--- config.mk ---
export PLATFORM = sky130hd
export DESIGN_NAME = hack_rom_loader
export DESIGN_NICKNAME = d
export VERILOG_FILES = /design/src/rtl/hack_pkg.sv /design/src/rtl/hack_rom_loader.sv
export SDC_FILE = /design/constraint.sdc
export NUM_CORES = 1
export LEC_CHECK = 0
export ABC_AREA = 1
export CORE_ASPECT_RATIO = 0.8
export CORE_MARGIN = 2
export CORE_UTILIZATION = 55
export DETAILED_ROUTE_END_ITERATION = 8
export GPL_ROUTABILITY_DRIVEN = 0
export GPL_TIMING_DRIVEN = 0
export PLACE_DENSITY = 0.85
export SYNTH_ARGS = -nofsm -noshare
export SYNTH_HDL_FRONTEND = slang
export SYNTH_SLANG_ARGS = --single-unit
--- constraint.sdc ---
create_clock -name clock -period 3.45 [get_ports clock]
set_clock_uncertainty 0.2 [all_clocks]
set_input_delay 1.035 -clock clock [delete_from_list [all_inputs] [get_ports clock]]
set_output_delay 1.035 -clock clock [all_outputs]
set_load 0.05 [all_outputs]
--- src/rtl/hack_pkg.sv ---
// Purpose: shared types and constants for the Hack boot loader and ROM integration.
// Latency: n/a (declarations only).
// Backpressure: n/a.
package hack_pkg;

    localparam int WORD_W          = 16;
    localparam int HACK_ROM_ADDR_W = 15;

    typedef enum logic [3:0] {
        ST_IDLE,
        ST_LEN_HI,
        ST_LEN_LO,
        ST_DATA_HI,
        ST_DATA_LO,
        ST_WRITE,
        ST_SUM_HI,
        ST_SUM_LO,
        ST_DONE,
        ST_ERROR
    } ld_state_t;

endpackage

--- src/rtl/hack_rom_loader.sv ---
// Purpose: boot loader; turns a length-prefixed, checksummed byte stream into sequential ROM writes.
// Latency: rom_we one cycle after a word's low byte is accepted; peak 1 word per 3 cycles.
// Backpressure: byte_ready low outside byte-consuming states; byte_valid stalls hold all state.
//
// Ports:
//   clock, reset        system clock, async active-high reset
//   start               one-cycle pulse, begins a load from IDLE/DONE/ERROR
//   byte_valid/_data    upstream byte stream, byte_ready accepts
//   rom_we/addr/wdata   instruction-memory write port
//   cpu_reset           holds the CPU until a verified image is present
//   done, error         status levels
module hack_rom_loader
    import hack_pkg::*;
#(
    parameter int ADDR_W    = HACK_ROM_ADDR_W,
    parameter int MAX_WORDS = 2 ** ADDR_W
) (
    input  logic              clock,
    input  logic              reset,
    input  logic              start,
    input  logic              byte_valid,
    input  logic [7:0]        byte_data,
    output logic              byte_ready,
    output logic              rom_we,
    output logic [ADDR_W-1:0] rom_addr,
    output logic [WORD_W-1:0] rom_wdata,
    output logic              cpu_reset,
    output logic              done,
    output logic              error
);

    // One extra bit so a full-size image (MAX_WORDS) fits in the counter.
    localparam int CNT_W = ADDR_W + 1;

    ld_state_t         state;
    logic [7:0]        hi_byte;
    logic [CNT_W-1:0]  remaining;
    logic [WORD_W-1:0] sum;
    logic              accept;
    logic [WORD_W-1:0] rx_word;

    // Outputs are pure decodes of the state register, so nothing depends
    // combinationally on byte_valid.
    always_comb begin
        byte_ready = 1'b0;
        case (state)
            ST_LEN_HI, ST_LEN_LO, ST_DATA_HI,
            ST_DATA_LO, ST_SUM_HI, ST_SUM_LO: byte_ready = 1'b1;
            default:                          byte_ready = 1'b0;
        endcase
    end

    assign rom_we    = (state == ST_WRITE);
    assign cpu_reset = (state != ST_DONE);
    assign done      = (state == ST_DONE);
    assign error     = (state == ST_ERROR);

    assign accept  = byte_valid && byte_ready;
    assign rx_word = {hi_byte, byte_data};

    always_ff @(posedge clock or posedge reset) begin
        if (reset) begin
            state     <= ST_IDLE;
            hi_byte   <= 8'h00;
            remaining <= '0;
            sum       <= '0;
            rom_addr  <= '0;
            rom_wdata <= '0;
        end else begin
            case (state)
                ST_IDLE, ST_DONE, ST_ERROR: begin
                    if (start) begin
                        state     <= ST_LEN_HI;
                        rom_addr  <= '0;
                        remaining <= '0;
                        sum       <= '0;
                    end
                end
                ST_LEN_HI: begin
                    if (accept) begin
                        hi_byte <= byte_data;
                        state   <= ST_LEN_LO;
                    end
                end
                ST_LEN_LO: begin
                    if (accept) begin
                        if (rx_word == '0) begin
                            state <= ST_SUM_HI;
                        end else if (int'(rx_word) > MAX_WORDS) begin
                            // Rejected before any write, so rom_addr can never wrap.
                            state <= ST_ERROR;
                        end else begin
                            remaining <= CNT_W'(rx_word);
                            state     <= ST_DATA_HI;
                        end
                    end
                end
                ST_DATA_HI: begin
                    if (accept) begin
                        hi_byte <= byte_data;
                        state   <= ST_DATA_LO;
                    end
                end
                ST_DATA_LO: begin
                    if (accept) begin
                        rom_wdata <= rx_word;
                        state     <= ST_WRITE;
                    end
                end
                ST_WRITE: begin
                    sum       <= sum + rom_wdata;
                    rom_addr  <= rom_addr + ADDR_W'(1);
                    remaining <= remaining - CNT_W'(1);
                    state     <= (remaining == CNT_W'(1)) ? ST_SUM_HI : ST_DATA_HI;
                end
                ST_SUM_HI: begin
                    if (accept) begin
                        hi_byte <= byte_data;
                        state   <= ST_SUM_LO;
                    end
                end
                ST_SUM_LO: begin
                    if (accept) begin
                        state <= (rx_word == sum) ? ST_DONE : ST_ERROR;
                    end
                end
                default: state <= ST_IDLE;
            endcase
        end
    end

endmodule

* Word level (Yosys, flattened, before mapping)
Index checks and enable logic that the tools add are counted.
Cells by class: $add $sub $neg 3, multipliers 0, div/mod/pow operators 0, order comparisons 1, eq/ne operators 21, shift operators 0, multiplexer cells 21, bitwise gates (word level) 0, reduce and logical (&&, ||, !) cells 13
Operators by type and width (number):
- $mux W16 | 4
- $pmux W16 S3 | 1
- $mux W4 | 9
- $pmux W16 S2 | 1
- $pmux W4 S8 | 1
- $pmux W15 S2 | 1
- $ne A2 B2 Y1 const B | 9
- $add A16 B16 Y16 | 1
- $eq A16 B1 Y1 const B | 1
- $eq A16 B16 Y1 | 1
- $eq A4 B3 Y1 const B | 4
- $gt A16 B16 Y1 const B | 1
- $logic_not A16 Y1 | 1
- $sub A16 B1 Y16 const B | 1
- $add A15 B1 Y15 const B | 1
- $mux W15 | 1
- $eq A4 B2 Y1 const B | 2
- $eq A4 B4 Y1 const B | 2
- $reduce_and A7 Y1 | 1
- $reduce_and A2 Y1 | 3
- $reduce_or A3 Y1 | 2
- $reduce_or A6 Y1 | 1
- $reduce_and A5 Y1 | 1
- $eq A4 B1 Y1 const B | 1
- other kinds (7) | 8
Storage, ports and cells: register bits after elaboration 75, latch bits 0, RAM bits 0, ROM bits 0, input port bits 12, memories 0

* Logic depth before layout (Yosys ltp)
Gate-level depths: netlist (run 1).
depth in word-level cells 6, mapped depth 11, mapped depth without buffers 11

* Worst setup path after synthesis (run 1)
No wires, ideal clock.
path kind flip-flop to output port, from register state[0], to output port cpu_reset, arrival 2.280 ns, data required time 2.215 ns, slack -0.065 ns, stages on the path, launching flop included 5, buffers on the path 0, path through dfrtp_1 inv_1 nand2_1 nor3_1 inv_1
On the way: longest elaborated chain between the ends 1
RTL lines:
- from (decl) | line hack_rom_loader.sv:35 | ld_state_t state;
- from (signal assigned) | line hack_rom_loader.sv:114 | state <= (remaining == CNT_W'(1)) ? ST_SUM_HI : ST_DATA_HI;
- from (signal assigned) | line hack_rom_loader.sv:124 | state <= (rx_word == sum) ? ST_DONE : ST_ERROR;
- $ne A4 B4 Y1 | line hack_rom_loader.sv:54 | assign cpu_reset = (state != ST_DONE);
- to (decl) | line hack_rom_loader.sv:27 | output logic cpu_reset,
No other way between the ends.

* Worst setup path after layout (run 1)
from register state[2], to output port byte_ready
On the way: longest elaborated chain between the ends 3, elaborated cells on any way between the ends 8, those cells by class eq/ne: 6; mux: 1; reduce/logical: 1
RTL lines:
- $eq A4 B3 Y1, or another cell as far along | line hack_rom_loader.sv:46 | case (state)
- $reduce_or A6 Y1 (*) | line hack_rom_loader.sv:46
- $mux W1 (*) | line hack_rom_loader.sv:46
- to (decl) | line hack_rom_loader.sv:23 | output logic byte_ready,
Every way passes the cells marked *; elsewhere a longest branch is shown, timed or not.

==> run_results.csv, run 1 <==
group,metric,value,unit
clocking,cts.sinks,75,
worst_setup_path,crit_arrival,2.10,ns
cells_and_area,final_common_cell,"nand2_1",
global_route,met1_usage,0.392,
yosys,synth_fp_nets,789,
cells_and_area,antenna_cells,0,
worst_setup_path,critPathRequiredTime,2.21,ns
global_route,use_met3,0.0718,
timing,max_clock_freq,300,MHz
worst_setup_path,crit_path_end_kind,"output port",
worst_setup_path,path_max_fanout,7,
clocking,htreeDepth,3,
clocking,clk_latency,0.34,ns
cells_and_area,final_nets,848,
timing,finalMaxSlewViolations,0,
floorplan,core,9000,um2
yosys,syn_inst,758,
timing,setup_ws,0.112,ns
route,vias_per_cell,5.82,
worst_hold_path,min_path_type,"reg2reg",
worst_setup_path,path_cells,"nor2_1 > nand2_1 > nand2_1 > clkdlybuf4s50_1",
route,drtIter0Drc,516,
floorplan,dieHeight,89.6,um
worst_setup_path,cp_top_family,"buffers and inverters",
place,hpwl,10900,um
yosys,ys_seq_area_frac,0.372,
worst_setup_path,cpPeakStageDelay,0.80,ns
global_route,grt_pass1_vias,5306,
flow_run,max-cap-violations,0,
clocking,post_cts_buffers,0,
timing,hold_violations,0,
yosys,yosysTopAreaCell,"dfrtp_1",
cells_and_area,area_growth,18.9,%
clocking,cts_tree,"yes",
yosys,synth_warnings,0,
route,avgRoutedWirePerCell,16.0,um
timing,period_minus_slack,3.34,ns
route,ant_nets,0,
worst_setup_path,start_kind,"flop",
timing,min_period_over_period,0.968,
clocking,clk_pin_slew,0.06,ns
outcome,status,"finished clean",
timing,setup-tns-final,0,ns
worst_setup_path,critPathLaunch,"state[2]",
power_and_ir_drop,ir_drop,0.000672,V
timing,setup_viol,0,
power_and_ir_drop,p_leak,3.06,nW
place,port-buffer-count,47,
yosys,syn_avg_cell_area,6.65,um2
clocking,cts_buffers,9,
yosys,ys_types,39,
global_route,grt_use_met2,0.545,
yosys,syn-cell-area,5040,um2
global_route,grt_pass1_wl,24800,um
worst_setup_path,critPathBufInv,1,
place,post-place-ws,-0.0204,ns
timing,rsz0062_at_grt,"no",
floorplan,chipWidth,111,um
global_route,grt_usage,0.316,
worst_setup_path,path_common_cell,"nand2_1",
floorplan,initial_core_util,0.560,
clocking,root_buffer,"clkbuf_16",
global_route,gr-total-overflow,0,
yosys,synth_seq_cells,75,
worst_setup_path,slowest_stage,"clkdlybuf4s50_1",
cells_and_area,drive_gt1_frac,0.0706,
global_route,top_usage_layer,"met2",
yosys,synth_top_area_share,0.372,
route,drc_errors,0,
route,drtPass1Iterations,9,
power_and_ir_drop,power.density,980,nW/um2
global_route,antenna_found_initial,0,
worst_hold_path,min_from,"remaining[15]",
floorplan,rows,31,
timing,slew_headroom,0.612,
route,routed_wirelength,15000,um
floorplan,boundaryPins,48,
clocking,cts.path.max_buffers,2,
cells_and_area,fillers,786,
route,vias,5450,
global_route,grt_start_max_net_pins,67,
worst_setup_path,path_class,"reg2out",
cells_and_area,most-common-layout-cells,"267 x nand2_1, 91 x inv_1, 75 x dfrtp_1",
worst_setup_path,rr_startpoint,"rom_wdata[0]",
timing,worst_slew_pin_slew,0.582,ns
yosys,synth_top_cells_by_area,"dfrtp_1 37%, nand2_1 20%, inv_1 6.8%",
floorplan,dieArea,9950,um2
-- report_power, final --
group          switching (mW)  internal [mW]  total [mW]
logic                    2.26           1.07        3.34
clock network           0.386          0.629        1.01
registers               0.341           1.19        1.53
-- metal layers --
metal / vias to the layer above / part of all wire
met5: - / 0
met4: 0 / 0.028
met3: 56 / 0.090
met2: 307 / 0.45
met1: 2542 / 0.43
li1: 2545 / -
-- sequential cells by signal, summed over array words and instances, names as in the netlist --
| register | flops |
|---|---|
| rom_addr | 15 |
| state | 4 |
| sum | 16 |
| rom_wdata | 16 |
| remaining | 16 |
| hi_byte | 8 |
-- path summary, 6_finish.rpt --
check,to,slack (ns),cells past startpoint
max in group asynchronous,hi_byte[3],1.73,3
min in group asynchronous,state[0],0.75,2
min reg2reg,remaining[15],0.32,2
max reg2reg,sum[10],1.25,11
max,byte_ready,0.11,4
min,remaining[15],0.32,2
-- synth_stat cells, drive strengths merged --
cell,instances
a31oi,1
dfrtp,75
a22o,1
and2,2
a32oi,1
nand4,6
xnor2,1
nand3,67
inv,100
a21oi,20
a21o,1
o21ai,70
xor2,3
o21a,1
nor3,12
ha,18
nand2,274
a22oi,2
clkbuf,2
o21bai,1
nor2,72
fa,1
nand3b,2
a21boi,3
o22ai,6
buf,11
or2,5
-- cell families after synthesis --
kind of cell / Yosys count / synth area share
AO/OA/AOI/OAI: 107 / 0.113
XOR/XNOR: 4 / 0.00695
adder cells (fa/ha/maj): 19 / 0.0486
buffers and inverters: 113 / 0.0908
flip-flops: 75 / 0.372
AND/OR/NAND/NOR: 440 / 0.368
-- area by class of cell --
type | count | area [um2] | area share
multi-input cells | 570 | 2710 | 0.452
flip-flops and latches | 75 | 1880 | 0.313
repair buffers | 48 | 493 | 0.0822
inverters | 100 | 378 | 0.0630
clock buffers | 10 | 229 | 0.0382
well taps | 115 | 144 | 0.0240
plain buffers | 13 | 82.6 | 0.0138
clock inverters | 6 | 80.1 | 0.0134
-- per-stage QoR --
stage	total power, mW	instance area [um2]	std cells	hold WS, ns	util
floorplan	3.86	5050	758	0.271	-
global placement	4.62	5660	920	0.293	0.629
detailed placement	4.77	5690	921	0.304	0.633
CTS	5.80	6000	937	0.320	0.667
global route	6.29	6000	937	0.344	0.666
finish	5.88	6000	937	0.318	0.666
-- repair_timing --
item	CTS	global route
resized for setup	3	2
hold buffers	0	0
hold endpoints to repair	0	0
setup endpoints to repair	1	1
-- worst register-to-register path: stages, from the launching register on --
cell and delay (ns):
dfrtp_1 0.41, ha_1 0.22, inv_1 0.07, fa_1 0.41, inv_1 0.10, nand4_1 0.09, nand2_1 0.20, nand2_1 0.10
nand2_1 0.07, nand2_1 0.05, nand3_1 0.08, o21ai_0 0.09
Note: power is estimated with default switching activity, not from simulation.
==> run 2: changes to the inputs <==
--- a/config.mk
+++ b/config.mk
@@ -9,10 +9,12 @@
 export CORE_ASPECT_RATIO = 0.8
 export CORE_MARGIN = 2
 export CORE_UTILIZATION = 55
+export CTS_CLUSTER_DIAMETER = 120
 export DETAILED_ROUTE_END_ITERATION = 8
 export GPL_ROUTABILITY_DRIVEN = 0
 export GPL_TIMING_DRIVEN = 0
-export PLACE_DENSITY = 0.85
+export PLACE_DENSITY = 0.77
+export SLEW_MARGIN = 0
 export SYNTH_ARGS = -nofsm -noshare
 export SYNTH_HDL_FRONTEND = slang
 export SYNTH_SLANG_ARGS = --single-unit
==> run_results.csv, run 2 (synthesis gave the netlist of run 1 again) <==
group,metric,value,unit
timing,hold_ws,0.317,ns
clocking,post_cts_buffers,0,
cells_and_area,area_growth,19.0,%
clocking,clk_latency,0.33,ns
cells_and_area,final_common_cell,"nand2_1",
cells_and_area,multi_input_area,2710,um2
cells_and_area,most-common-layout-cells,"267 x nand2_1, 91 x inv_1, 74 x dfrtp_1",
cells_and_area,reg_top3,"remaining (16), rom_wdata (16), sum (16)",
power_and_ir_drop,ir_drop,0.000633,V
floorplan,dieArea,9950,um2
power_and_ir_drop,p_leak,3.05,nW
place,placed_area,5680,um2
timing,slew_headroom,0.643,
global_route,grt_usage,0.299,
worst_setup_path,start_kind,"flop",
cells_and_area,drive_gt1_frac,0.0706,
timing,period_minus_slack,3.32,ns
floorplan,chipWidth,111,um
worst_setup_path,path_class,"reg2out",
worst_hold_path,min_from,"remaining[14]",
worst_setup_path,worst-r2r-cell-count,11,
place,post-place-ws,0.00996,ns
timing,max_clock_freq,301,MHz
global_route,grt_pass1_wl,23400,um
cells_and_area,regArea,1880,um2
place,port-buffer-count,47,
global_route,grt_pass1_vias,4860,
worst_setup_path,regToRegEndpoint,"sum[12]",
route,vias,5201,
route,ant_nets,0,
clocking,cts-resized-gates,3,
timing,rsz0062_at_grt,"no",
worst_setup_path,crit_path_end_kind,"output port",
worst_setup_path,crit_end,"rom_we",
clocking,root_buffer,"clkbuf_16",
outcome,status,"finished clean",
timing,finalMaxSlewViolations,0,
timing,min_period_over_period,0.964,
global_route,antenna_found_initial,0,
cells_and_area,antenna_cells,0,
power_and_ir_drop,p_total,5.83,mW
cells_and_area,fillers,786,
worst_hold_path,min_path_type,"reg2reg",
worst_setup_path,critPathLaunch,"state[2]",
route,drc_errors,0,
clocking,cts_tree,"yes",
worst_setup_path,critPathRequiredTime,2.21,ns
place,hpwl,10600,um
timing,setup_viol,0,
clocking,clk_pin_slew,0.06,ns
floorplan,dieHeight,89.6,um
route,avgRoutedWirePerCell,15.3,um
global_route,grt_start_max_net_pins,43,
floorplan,rows,31,
worst_setup_path,crit_arrival,2.09,ns
place,place_inst,921,
timing,setup_ws,0.125,ns
cells_and_area,fin_util,0.667,
floorplan,initial_core_util,0.560,
clocking,cts_buffers,9,
global_route,gr-total-overflow,0,
clocking,postCtsHoldBufs,0,
power_and_ir_drop,power.density,971,nW/um2
route,routed_wirelength,14400,um
floorplan,boundaryPins,48,
route,drtPass1Iterations,6,
timing,worst_slew_pin_slew,0.536,ns
timing,hold_violations,0,
clocking,cts.path.max_buffers,2,
clocking,cts.sinks,75,
cells_and_area,final_nets,848,
cells_and_area,instances_no_fill,937,
floorplan,core,9000,um2
worst_setup_path,path_max_fanout,10,
worst_setup_path,r2r_slack,1.31,ns
timing,setup-tns-final,0,ns
route,vias_per_cell,5.55,
worst_setup_path,rr_startpoint,"rom_wdata[0]",
clocking,htreeDepth,3,
cells_and_area,design_area,6000,um2
flow_run,max-cap-violations,0,
route,drtIter0Drc,441,
-- run 2: power by group --
| part | switching (mW) | internal, mW |
|---|---|---|
| registers | 0.331 | 1.19 |
| clock network | 0.370 | 0.631 |
| logic | 2.23 | 1.07 |
| total | 2.93 | 2.89 |
-- run 2: worst max-delay path: stages (launching register included) --
cell and delay [ns]:
dfrtp_2 0.45, inv_2 0.07, nor2_4 0.15, nand2_2 0.14, inv_2 0.12, buf_4 0.18, buf_4 0.24, clkdlybuf4s18_2 0.39
-- run 2: layout make-up --
| type | instances | area share |
|---|---|---|
| plain buffers | 13 | 0.0138 |
| clock buffers | 11 | 0.0388 |
| clock inverters | 5 | 0.0129 |
| inverters | 100 | 0.0630 |
| multi-input cells | 570 | 0.452 |
| flip-flops and latches | 75 | 0.313 |
| well taps | 115 | 0.0240 |
| repair buffers | 48 | 0.0822 |
-- run 2: per-layer routing --
| layer | wire length, um | global-route usage | vias up |
|---|---|---|---|
| met2 | 6460 | 0.491 | 237 |
| met4 | 222 | 0.0999 | 0 |
| met3 | 1220 | 0.0691 | 25 |
| met1 | 6450 | 0.401 | 2400 |
| met5 | 0 | 0 | - |
| li1 | - | - | 2539 |
-- run 2: worst min-delay path by stage --
stage,to,slack (ns),depth (start not counted)
detailed placement,remaining[15],0.30,2
finish,remaining[14],0.32,2
CTS,remaining[14],0.32,2
global placement,remaining[14],0.29,2
global route,remaining[14],0.35,2
floorplan,remaining[15],0.27,2
==> run 3: changes to the inputs <==
--- a/config.mk
+++ b/config.mk
@@ -13,8 +13,8 @@
 export DETAILED_ROUTE_END_ITERATION = 8
 export GPL_ROUTABILITY_DRIVEN = 0
 export GPL_TIMING_DRIVEN = 0
+export MAX_ROUTING_LAYER = met4
 export PLACE_DENSITY = 0.77
-export SLEW_MARGIN = 0
 export SYNTH_ARGS = -nofsm -noshare
 export SYNTH_HDL_FRONTEND = slang
 export SYNTH_SLANG_ARGS = --single-unit
==> run_results.csv, run 3 (synthesis gave the netlist of run 1 again) <==
group,metric,value,unit
outcome,status,"finished clean",
clocking,clk_latency,0.34,ns
route,drtPass1Iterations,5,
cells_and_area,final_nets,848,
global_route,use_met3,0.0671,
floorplan,chipWidth,111,um
cells_and_area,multi_input_area,2710,um2
clocking,clk_pin_slew,0.06,ns
global_route,grt_usage,0.309,
place,port-buffer-count,47,
route,routed_wirelength,14400,um
timing,hold_violations,0,
worst_setup_path,crit_arrival,2.09,ns
cells_and_area,antenna_cells,0,
global_route,grt_pass1_wl,23400,um
worst_setup_path,critPathBufInv,5,
global_route,met1_usage,0.403,
clocking,cts_buffers,9,
cells_and_area,fillers,786,
route,drtIter0Drc,443,
timing,max_clock_freq,301,MHz
global_route,grt_use_met2,0.490,
power_and_ir_drop,p_leak,3.05,nW
cells_and_area,most-common-layout-cells,"267 x nand2_1, 91 x inv_1, 74 x dfrtp_1",
global_route,gr-total-overflow,0,
worst_setup_path,slowest_stage,"dfrtp_2",
floorplan,boundaryPins,48,
cells_and_area,area_growth,19.0,%
place,placed_area,5680,um2
global_route,antenna_found_initial,0,
timing,rsz0062_at_grt,"no",
worst_setup_path,path_max_fanout,10,
floorplan,initial_core_util,0.560,
floorplan,core,9000,um2
worst_setup_path,start_kind,"flop",
cells_and_area,instances_no_fill,937,
route,vias,5246,
timing,period_minus_slack,3.33,ns
clocking,htreeDepth,3,
worst_setup_path,r2r_slack,1.31,ns
floorplan,dieHeight,89.6,um
timing,min_period_over_period,0.965,
cells_and_area,regArea,1880,um2
worst_setup_path,critPathRequiredTime,2.21,ns
clocking,post_cts_buffers,0,
route,ant_nets,0,
route,avgRoutedWirePerCell,15.3,um
cells_and_area,final_common_cell,"nand2_1",
floorplan,dieArea,9950,um2
cells_and_area,drive_gt1_frac,0.0706,
clocking,root_buffer,"clkbuf_16",
worst_setup_path,cpPeakStageDelay,0.45,ns
global_route,grt_pass1_vias,4856,
cells_and_area,design_area,6000,um2
floorplan,rows,31,
clocking,cts.sinks,75,
clocking,cts.path.max_buffers,2,
place,place_inst,921,
worst_hold_path,min_path_type,"reg2reg",
timing,setup-tns-final,0,ns
worst_setup_path,path_class,"reg2out",
timing,finalMaxSlewViolations,0,
power_and_ir_drop,ir_drop,0.000636,V
flow_run,max-cap-violations,0,
route,vias_per_cell,5.60,
power_and_ir_drop,power.density,973,nW/um2
clocking,cts_tree,"yes",
worst_setup_path,cp_top_family,"buffers and inverters",
global_route,grt_start_max_net_pins,43,
cells_and_area,reg_top3,"remaining (16), rom_wdata (16), sum (16)",
global_route,top_usage_layer,"met2",
place,hpwl,10600,um
worst_setup_path,path_cells,"inv_2 > nor2_4 > nand2_2 > inv_2 > buf_4 > buf_4 > clkdlybuf4s18_2",
timing,slew_headroom,0.639,
timing,setup_viol,0,
worst_setup_path,crit_path_end_kind,"output port",
timing,worst_slew_pin_slew,0.542,ns
route,drc_errors,0,
-- run 3: cell counts in the layout (fill, tap and decap cells not counted) --
Identical to the previous run, type by type.
-- run 3: report_power, final --
group          internal, mW  switching, mW
Clock                 0.632          0.373
Sequential             1.19          0.332
Combinational          1.07           2.24
-- run 3: what timing repair did --
action,CTS,global route
pin swaps,0,0
hold buffers,0,0
endpoints found under the setup margin,1,2
gates resized for setup,3,3
-- run 3: final cells by class --
class                   instances  share of cell area
multi-input cells             570               0.452
flip-flops and latches         75               0.313
repair buffers                 48              0.0822
inverters                     100              0.0630
clock buffers                  11              0.0388
well taps                     115              0.0240
plain buffers                  13              0.0138
clock inverters                 5              0.0129
-- run 3: worst paths after layout --
path                                     from            end  cells past startpoint
worst min-delay path            remaining[14]  remaining[14]                      2
worst max register to register   rom_wdata[0]        sum[12]                     11
worst max-delay path                 state[2]         rom_we                      7
worst min register to register  remaining[14]  remaining[14]                      2
min in group asynchronous               reset  rom_wdata[15]                      2
max in group asynchronous               reset    rom_addr[6]                      3
-- run 3: worst min-delay path, stage by stage (launching register included) --
cell and delay [ns]:
dfrtp_1 0.37, nand2_1 0.06, nand2_1 0.05
-- run 3: layer usage --
metal  up-vias  wire length [um]  part of all wire
met5         -                 0                 0
met4         0               230             0.016
met3        31              1140             0.079
met2       231              6510              0.45
met1      2445              6490              0.45
li1       2539                 -                 -
-- run 3: stage by stage --
| step | utilization | worst slack (ns) | power [mW] | hold WS (ns) |
|---|---|---|---|---|
| 2_1_floorplan | - | 0.305 | 3.86 | 0.271 |
| 3_3_place_gp | 0.629 | -1.03 | 4.65 | 0.292 |
| 3_5_place_dp | 0.632 | 0.00996 | 4.76 | 0.297 |
| 4_1_cts | 0.666 | 0.0581 | 5.79 | 0.319 |
| 5_1_grt | 0.667 | 0.000424 | 6.29 | 0.353 |
| 6_report | 0.667 | 0.122 | 5.83 | 0.315 |
